### src/rtl/adder_acc_ctrl.sv
// adder_acc_ctrl: sequences ADD/LOAD/CLEAR commands around an external 16-bit adder and latches its sum and flags
module adder_acc_ctrl #(
  parameter int SETTLE_CYCLES = 2,
  parameter int COUNT_W = 8
) (
  input  logic               clk,
  input  logic               rst,
  input  logic               in_valid,
  output logic               in_ready,
  input  logic [1:0]         in_cmd,
  input  logic [15:0]        in_data,
  output logic [15:0]        add_in1,
  output logic [15:0]        add_in2,
  input  logic [15:0]        add_sum,
  input  logic               add_carry,
  input  logic               add_parity,
  input  logic               add_overflow,
  input  logic               add_zero,
  input  logic               add_sign,
  output logic [15:0]        acc,
  output logic               flag_carry,
  output logic               flag_parity,
  output logic               flag_overflow,
  output logic               flag_zero,
  output logic               flag_sign,
  output logic               sticky_ov,
  output logic               sticky_carry,
  output logic [COUNT_W-1:0] op_count,
  output logic               out_valid
);
  typedef enum logic [1:0] {IDLE, SETTLE, COMMIT} state_t;
  state_t state;
  logic [3:0] cnt;
  logic take;
  assign in_ready = state == IDLE;
  assign take = in_valid && in_ready;
  always_ff @(posedge clk) begin
    if (rst) begin
      state <= IDLE;
      cnt <= '0;
      acc <= '0;
      add_in1 <= '0;
      add_in2 <= '0;
      op_count <= '0;
      {flag_carry, flag_parity, flag_overflow, flag_zero, flag_sign} <= '0;
      {sticky_ov, sticky_carry, out_valid} <= '0;
    end else begin
      out_valid <= 1'b0;
      case (state)
        IDLE: if (take) begin
          case (in_cmd)
            2'b00: begin
              add_in1 <= acc;
              add_in2 <= in_data;
              cnt <= '0;
              state <= SETTLE;
            end
            2'b01: begin
              acc <= in_data;
              out_valid <= 1'b1;
            end
            2'b10: begin
              acc <= '0;
              op_count <= '0;
              {flag_carry, flag_parity, flag_overflow, flag_zero, flag_sign} <= '0;
              {sticky_ov, sticky_carry} <= '0;
              out_valid <= 1'b1;
            end
            default: ;
          endcase
        end
        SETTLE: begin
          cnt <= cnt + 4'd1;
          state <= cnt == 4'(SETTLE_CYCLES - 1) ? COMMIT : SETTLE;
        end
        COMMIT: begin
          acc <= add_sum;
          {flag_carry, flag_parity, flag_overflow, flag_zero, flag_sign} <=
            {add_carry, add_parity, add_overflow, add_zero, add_sign};
          sticky_ov <= sticky_ov | add_overflow;
          sticky_carry <= sticky_carry | add_carry;
          op_count <= &op_count ? op_count : op_count + 1'b1;
          out_valid <= 1'b1;
          state <= IDLE;
        end
        default: state <= IDLE;
      endcase
    end
  end
endmodule

### config.mk
export PLATFORM = sky130hd
export DESIGN_NAME = adder_acc_ctrl
export DESIGN_NICKNAME = d
export VERILOG_FILES = /design/src/rtl/adder_acc_ctrl.sv
export SDC_FILE = /design/constraint.sdc
export NUM_CORES = 1
export LEC_CHECK = 0
export CAP_MARGIN = 20
export CORE_MARGIN = 1
export CORE_UTILIZATION = 40
export DETAILED_ROUTE_END_ITERATION = 7
export PLACE_DENSITY = 0.86
export SETUP_SLACK_MARGIN = 0.4
export SLEW_MARGIN = 20
export SYNTH_ARGS = -nofsm -noshare
export SYNTH_HDL_FRONTEND = slang
export SYNTH_SLANG_ARGS = --single-unit
### constraint.sdc
create_clock -name clk -period 1.7 [get_ports clk]
set_clock_uncertainty 0.1 [all_clocks]
set_input_delay 0.34 -clock clk [delete_from_list [all_inputs] [get_ports clk]]
set_output_delay 0.34 -clock clk [all_outputs]
set_load 0.01 [all_outputs]
==> results of run 1 <==
-- repair_timing --
| item | 4_1_cts | 5_1_grt |
|---|---|---|
| resized for setup | 390 | 27 |
| pin swaps | 45 | 7 |
| gates cloned | 10 | 0 |
| setup endpoints to repair | 133 | 73 |
| buffers inserted | 34 | 5 |
-- layout by cell type, fill, tap and decap left out, types with 2 or more instances in the layout --
cell              n
a211oi_2         16
a21oi_1          43
a21oi_2          16
a21oi_4           2
a22oi_2           5
a311oi_1          3
buf_12           12
buf_16            9
buf_2            61
buf_4            31
buf_6            14
clkbuf_1          2
clkbuf_8         11
clkdlybuf4s50_1  37
dfxtp_1          18
dfxtp_2          45
dfxtp_4           7
ha_1              2
ha_2              2
ha_4              2
inv_1             2
nand2_1          70
nand3_1           4
nor2_1           27
nor2_2            2
nor2b_1           2
nor3_1            7
nor3b_2           9
nor3b_4           8
o21ai_0           4
or2_4             2
xnor2_1           2
-- worst paths after layout --
path | slack [ns] | cells after the start | to
max reg2reg | 0.10 | 6 | op_count[2]
min reg2reg | 0.35 | 2 | add_in1[5]
min | 0.35 | 2 | add_in1[5]
max | 0.10 | 6 | op_count[2]
-- state kept, by name (all words and copies together), names as in the netlist, 2 cells and up --
name / cells
add_in1: 16
acc: 16
op_count: 8
cnt: 4
add_in2: 16
state: 2
-- power by group through the flow --
stage	combinational [uW]	clock, uW	sequential [uW]
2_1_floorplan	218	0	1780
3_3_place_gp	493	0	1770
3_5_place_dp	503	0	1770
4_1_cts	603	1390	1730
5_1_grt	686	1470	1740
6_report	651	1380	1730
-- worst max-delay path, stage by stage (launching register included) --
cell      delay [ns]
dfxtp_4         0.38
nor2b_4         0.18
buf_6           0.12
buf_6           0.12
buf_16          0.12
a21oi_1         0.12
a311oi_2        0.33
-- metrics by stage --
step	total power, uW	worst slack (ns)	util, %	setup TNS (ns)	area, sq um
final	3760	0.101	75.7	0	5230
after global routing	3900	0.103	75.7	0	5230
after CTS	3720	0.210	74.0	0	5110
after detailed placement	2270	-0.376	62.0	-18.28	4280
after global placement	2260	-0.372	62.0	-16.48	4280
after floorplan	2000	0.149	-	0	3120
-- logic make-up (layout without fill, tap and decap cells) --
| group | Yosys count | after routing | share of synthesized area [%] |
|---|---|---|---|
| mux | 1 | 1 | 0.345 |
| xor+xnor | 2 | 2 | 0.604 |
| buf+inv | 33 | 188 | 5.31 |
| fa+ha+maj | 6 | 6 | 2.59 |
| compound gates | 100 | 100 | 20.5 |
| flops | 70 | 70 | 48.3 |
| simple gates | 141 | 141 | 22.3 |
-- cell type report --
| type | count | area [sq um] | share of cell area (%) |
|---|---|---|---|
| clock inverters | 3 | 42.5 | 0.814 |
| repair buffers | 168 | 1620 | 30.9 |
| inverters | 4 | 27.5 | 0.527 |
| well taps | 96 | 120 | 2.30 |
| clock buffers | 13 | 159 | 3.04 |
| multi-input cells | 250 | 1780 | 34.0 |
| flip-flops and latches | 70 | 1480 | 28.4 |
-- routing by layer --
layer,GRT usage (%),vias to the layer above
met4,12.4,0
met5,2.10,-
met2,51.5,147
met3,5.31,28
met1,34.4,1591
li1,-,1531
==> flow_summary.yaml, run 1 <==
setup_path:
  arrival_ns: 1.72
  crit_start: "state[0]"
  worstSetupEndpointType: "register"
  worstSetupPathType: "reg -> reg"
  worstPathRequired_ns: 1.82
  crit_fanout: 5
  start_kind: "register"
  r2r-start: "state[0]"
min_path:
  min-delay-start: "add_in1[5]"
  hp-class: "reg -> reg"
timing:
  fin_hold_ws_ns: 0.351
  tightest_slew_ns: 0.378
  relSlewSlack_pct: 74.8
  period_needed_ns: 1.60
  slew_viol_final: 0
  finalSetupViolations: 0
  final_hold_viol_count: 0
  clock.fmax_mhz: 626
  rsz0062_at_grt: "yes"
  finalCritPeriodShare_pct: 94.0
drt:
  wl_met2_um: 5890
  drtIter0Drc: 135
  viasPerCell: 5.46
  wire_per_inst_um: 19.0
  wl_met3_um: 786
  maxUsedRoutingLayer: "met4"
  firstDrtPassIters: 4
  num_vias: 3297
  m1WireLength_um: 4460
  ant_nets: 0
  drt_wl_total_um: 11500
  drcViolationCount: 0
synthesis:
  synth-async-reset-ratio_pct: 0
  ys_ff_latch: 70
  ys.flop_type: "dfxtp_1"
  synth_top_area_cell: "dfxtp_1"
  synth_edf_count: 0
  syn_inst: 353
  ys_warn_count: 0
  synth_area_leaders: "dfxtp_1 48%, a21oi_1 10%, nand2_1 9.1%, nor3b_1 4.4%, a211oi_1 4.1%"
  synth_area_per_cell_sq_um: 8.21
  yosys-top-cells-count: "70 x dfxtp_1, 70 x nand2_1, 60 x a21oi_1"
  yosysUniqueCellTypes: 29
  ys_seq_area_share_pct: 48.3
  syn_nets: 401
  synth_area_sq_mm: 0.00290
  synth_top_area_share_pct: 48.3
clock_network:
  clkTransAtPathRegs_ns: 0.08
  htreeDepth: 3
  hold_buffers: 0
  numCtsBuffers: 9
  cts.sinks: 70
  cts_root_buf: "clkbuf_8"
  tritoncts: "done"
  cts_buffer_depth: 2
  insertion_delay_ns: 0.33
placement:
  gp_congestion: 0.851
  place_hpwl_um: 5710
  dp.cells: 539
  port_buffers: 106
floorplanning:
  fp.dieW_um: 87.1
  ioPinCount: 107
  rows: 30
  core-area_sq_mm: 0.00691
  dieArea_sq_mm: 0.00759
  start_util_pct: 42.0
  fp.dieH_um: 87.1
power:
  swShare_pct: 25.9
  power.switching_uw: 973
  peakVddDrop_mv: 0.445
  p_leak_uw: 0.00209
  power.internal_uw: 2790
  p_clk_share_pct: 36.7
  p_seq_share_pct: 46.0
  powerDensity_mw_per_mm2: 719
  p_comb_share_pct: 17.3
cells_and_area:
  nFillCells: 458
  layout.cells.non_filler: 604
  drive_above_1_share_pct: 53.7
  area_growth_syn_to_layout_pct: 80.3
  diodes: 0
  final_nets: 551
grt:
  grt_pass1_wl_um: 16700
  antenna_found_initial: 0
  overflow: 0
  grt_usage_pct: 29.1
  grt_max_degree: 71
  grt_pass1_vias: 3212
run:
  cap_violations: 0
outcome:
  status: "finished clean"
No activity file was read; power rests on OpenSTA's default activity.
==> run 2: changes to the inputs <==
CORE_MARGIN = not set   (was 1)
PLACE_DENSITY = 0.82   (was 0.86)
SLEW_MARGIN = 0   (was 20)
==> run 2 against run 1 <==
- register-to-register slack got worse by 0.04 ns
- first-iteration DRC count rose by 73%
- die area unchanged
- sequential share of layout area up 1.3 points
- count of clock-buffer cells in the layout decreased by 2
- largest power group unchanged
- design area decreased by 4.3%
- utilization decreased by 3.3 points
==> flow_summary.yaml, run 2 (synthesized netlist as in run 1, its figures left out) <==
outcome:
  status: "finished clean"
clock_network:
  tritoncts: "done"
  cts_buffer_depth: 2
  insertion_delay_ns: 0.36
  htreeDepth: 3
  cts.sinks: 70
  clkTransAtPathRegs_ns: 0.08
  numCtsBuffers: 9
  cts_root_buf: "clkbuf_8"
floorplanning:
  start_util_pct: 42.0
  dieArea_sq_mm: 0.00759
  ioPinCount: 107
  rows: 30
  fp.dieW_um: 87.1
  fp.dieH_um: 87.1
  core-area_sq_mm: 0.00691
min_path:
  hold_path_depth: 2
  min_to: "add_in2[6]"
  min-delay-start: "add_in2[6]"
  hp-class: "reg -> reg"
run:
  cap_violations: 0
cells_and_area:
  layout.cells.non_filler: 606
  area_growth_syn_to_layout_pct: 72.6
  drive_above_1_share_pct: 50.0
  final_common_cell: "nand2_1"
  diodes: 0
  final_nets: 553
  layout_common_cells: "70 x nand2_1, 60 x buf_2, 49 x a21oi_1"
  reg_top3: "acc x16, add_in1 x16, add_in2 x16"
timing:
  rsz0062_at_grt: "yes"
  tightest_slew_ns: 0.331
  fin_hold_ws_ns: 0.356
  tns_ns: 0
  final_hold_viol_count: 0
  worst_slack_ns: 0.0601
  period_needed_ns: 1.64
  relSlewSlack_pct: 78.0
  slew_viol_final: 0
  clock.fmax_mhz: 610
  finalCritPeriodShare_pct: 96.5
  finalSetupViolations: 0
setup_path:
  rrSetupSlack_ns: 0.06
  worstSetupPathType: "reg -> reg"
  r2r_end: "acc[9]"
  crit_start: "state[0]"
  worstPathRequired_ns: 1.83
  r2r-start: "state[0]"
  rr_worst_depth: 7
  worstSetupEndpointType: "register"
  start_kind: "register"
  crit_fanout: 6
  arrival_ns: 1.77
drt:
  wire_per_inst_um: 17.7
  drcViolationCount: 0
  drt_wl_total_um: 10700
  viasPerCell: 5.42
  firstDrtPassIters: 4
  drtIter0Drc: 233
  num_vias: 3284
  ant_nets: 0
placement:
  gp_congestion: 0.761
  pre_cts_ws_ns: -0.505
  port_buffers: 106
  place_hpwl_um: 5690
  dp.cells: 540
power:
  p_leak_uw: 0.00205
  p_comb_share_pct: 15.5
  p_total_uw: 3900
  powerDensity_mw_per_mm2: 781
  power.switching_uw: 997
  swShare_pct: 25.5
  p_clk_share_pct: 40.2
  peakVddDrop_mv: 0.546
  power.internal_uw: 2910
  p_seq_share_pct: 44.3
grt:
  grt_max_degree: 71
  grt_pass1_wl_um: 15100
  grt_pass1_vias: 3074
  grt_usage_pct: 26.2
  overflow: 0
  antenna_found_initial: 0
## run 2: area by class of cell
cell class              instances  area, sq um
fillers                       511         1900
multi-input cells             250         1640
clock inverters                 5         81.3
well taps                      96          120
flip-flops and latches         70         1480
repair buffers                170         1490
inverters                       4         27.5
clock buffers                  11          151
## run 2: worst max-delay path by stage
stage | endpoint | slack (ns) | cells after the start
final | acc[9] | 0.06 | 7
after global routing | acc[9] | -0.02 | 6
after CTS | acc[14] | 0.18 | 7
after detailed placement | acc[6] | -0.51 | 7
after global placement | acc[6] | -0.40 | 7
after floorplan | op_count[1] | 0.15 | 6
## run 2: metrics by stage
| step | area [sq um] | util [%] |
|---|---|---|
| floorplan | 3120 | - |
| global placement | 4280 | 61.9 |
| detailed placement | 4280 | 61.9 |
| CTS | 4750 | 68.7 |
| global route | 5000 | 72.4 |
| finish | 5000 | 72.4 |
## run 2: metal layers
metal  global-route usage, %  wire length [um]
met5                       0                 0
met4                    10.3               358
met3                    6.92               717
met2                    46.1              5450
met1                    30.3              4210
## run 2: worst max-delay path, stage by stage (launching register included)
cell       delay (ns)
dfxtp_4          0.36
buf_6            0.12
nor2b_4          0.23
buf_6            0.17
clkbuf_16        0.14
nor3b_2          0.04
a21oi_1          0.21
a211oi_1         0.14
## run 2: what timing repair did
action | in CTS | in global routing
hold buffers | 0 | 0
setup endpoints to repair | 134 | 60
buffers inserted | 30 | 12
gates resized for setup | 349 | 30
cloned | 5 | 3
pin swaps | 27 | 17
## run 2: power groups by stage
stage / clock network (uW) / logic [uW] / registers, uW
after floorplan: 0 / 218 / 1780
after global placement: 0 / 486 / 1770
after detailed placement: 0 / 497 / 1770
after CTS: 1560 / 530 / 1730
after global routing: 1650 / 642 / 1730
final: 1570 / 604 / 1730
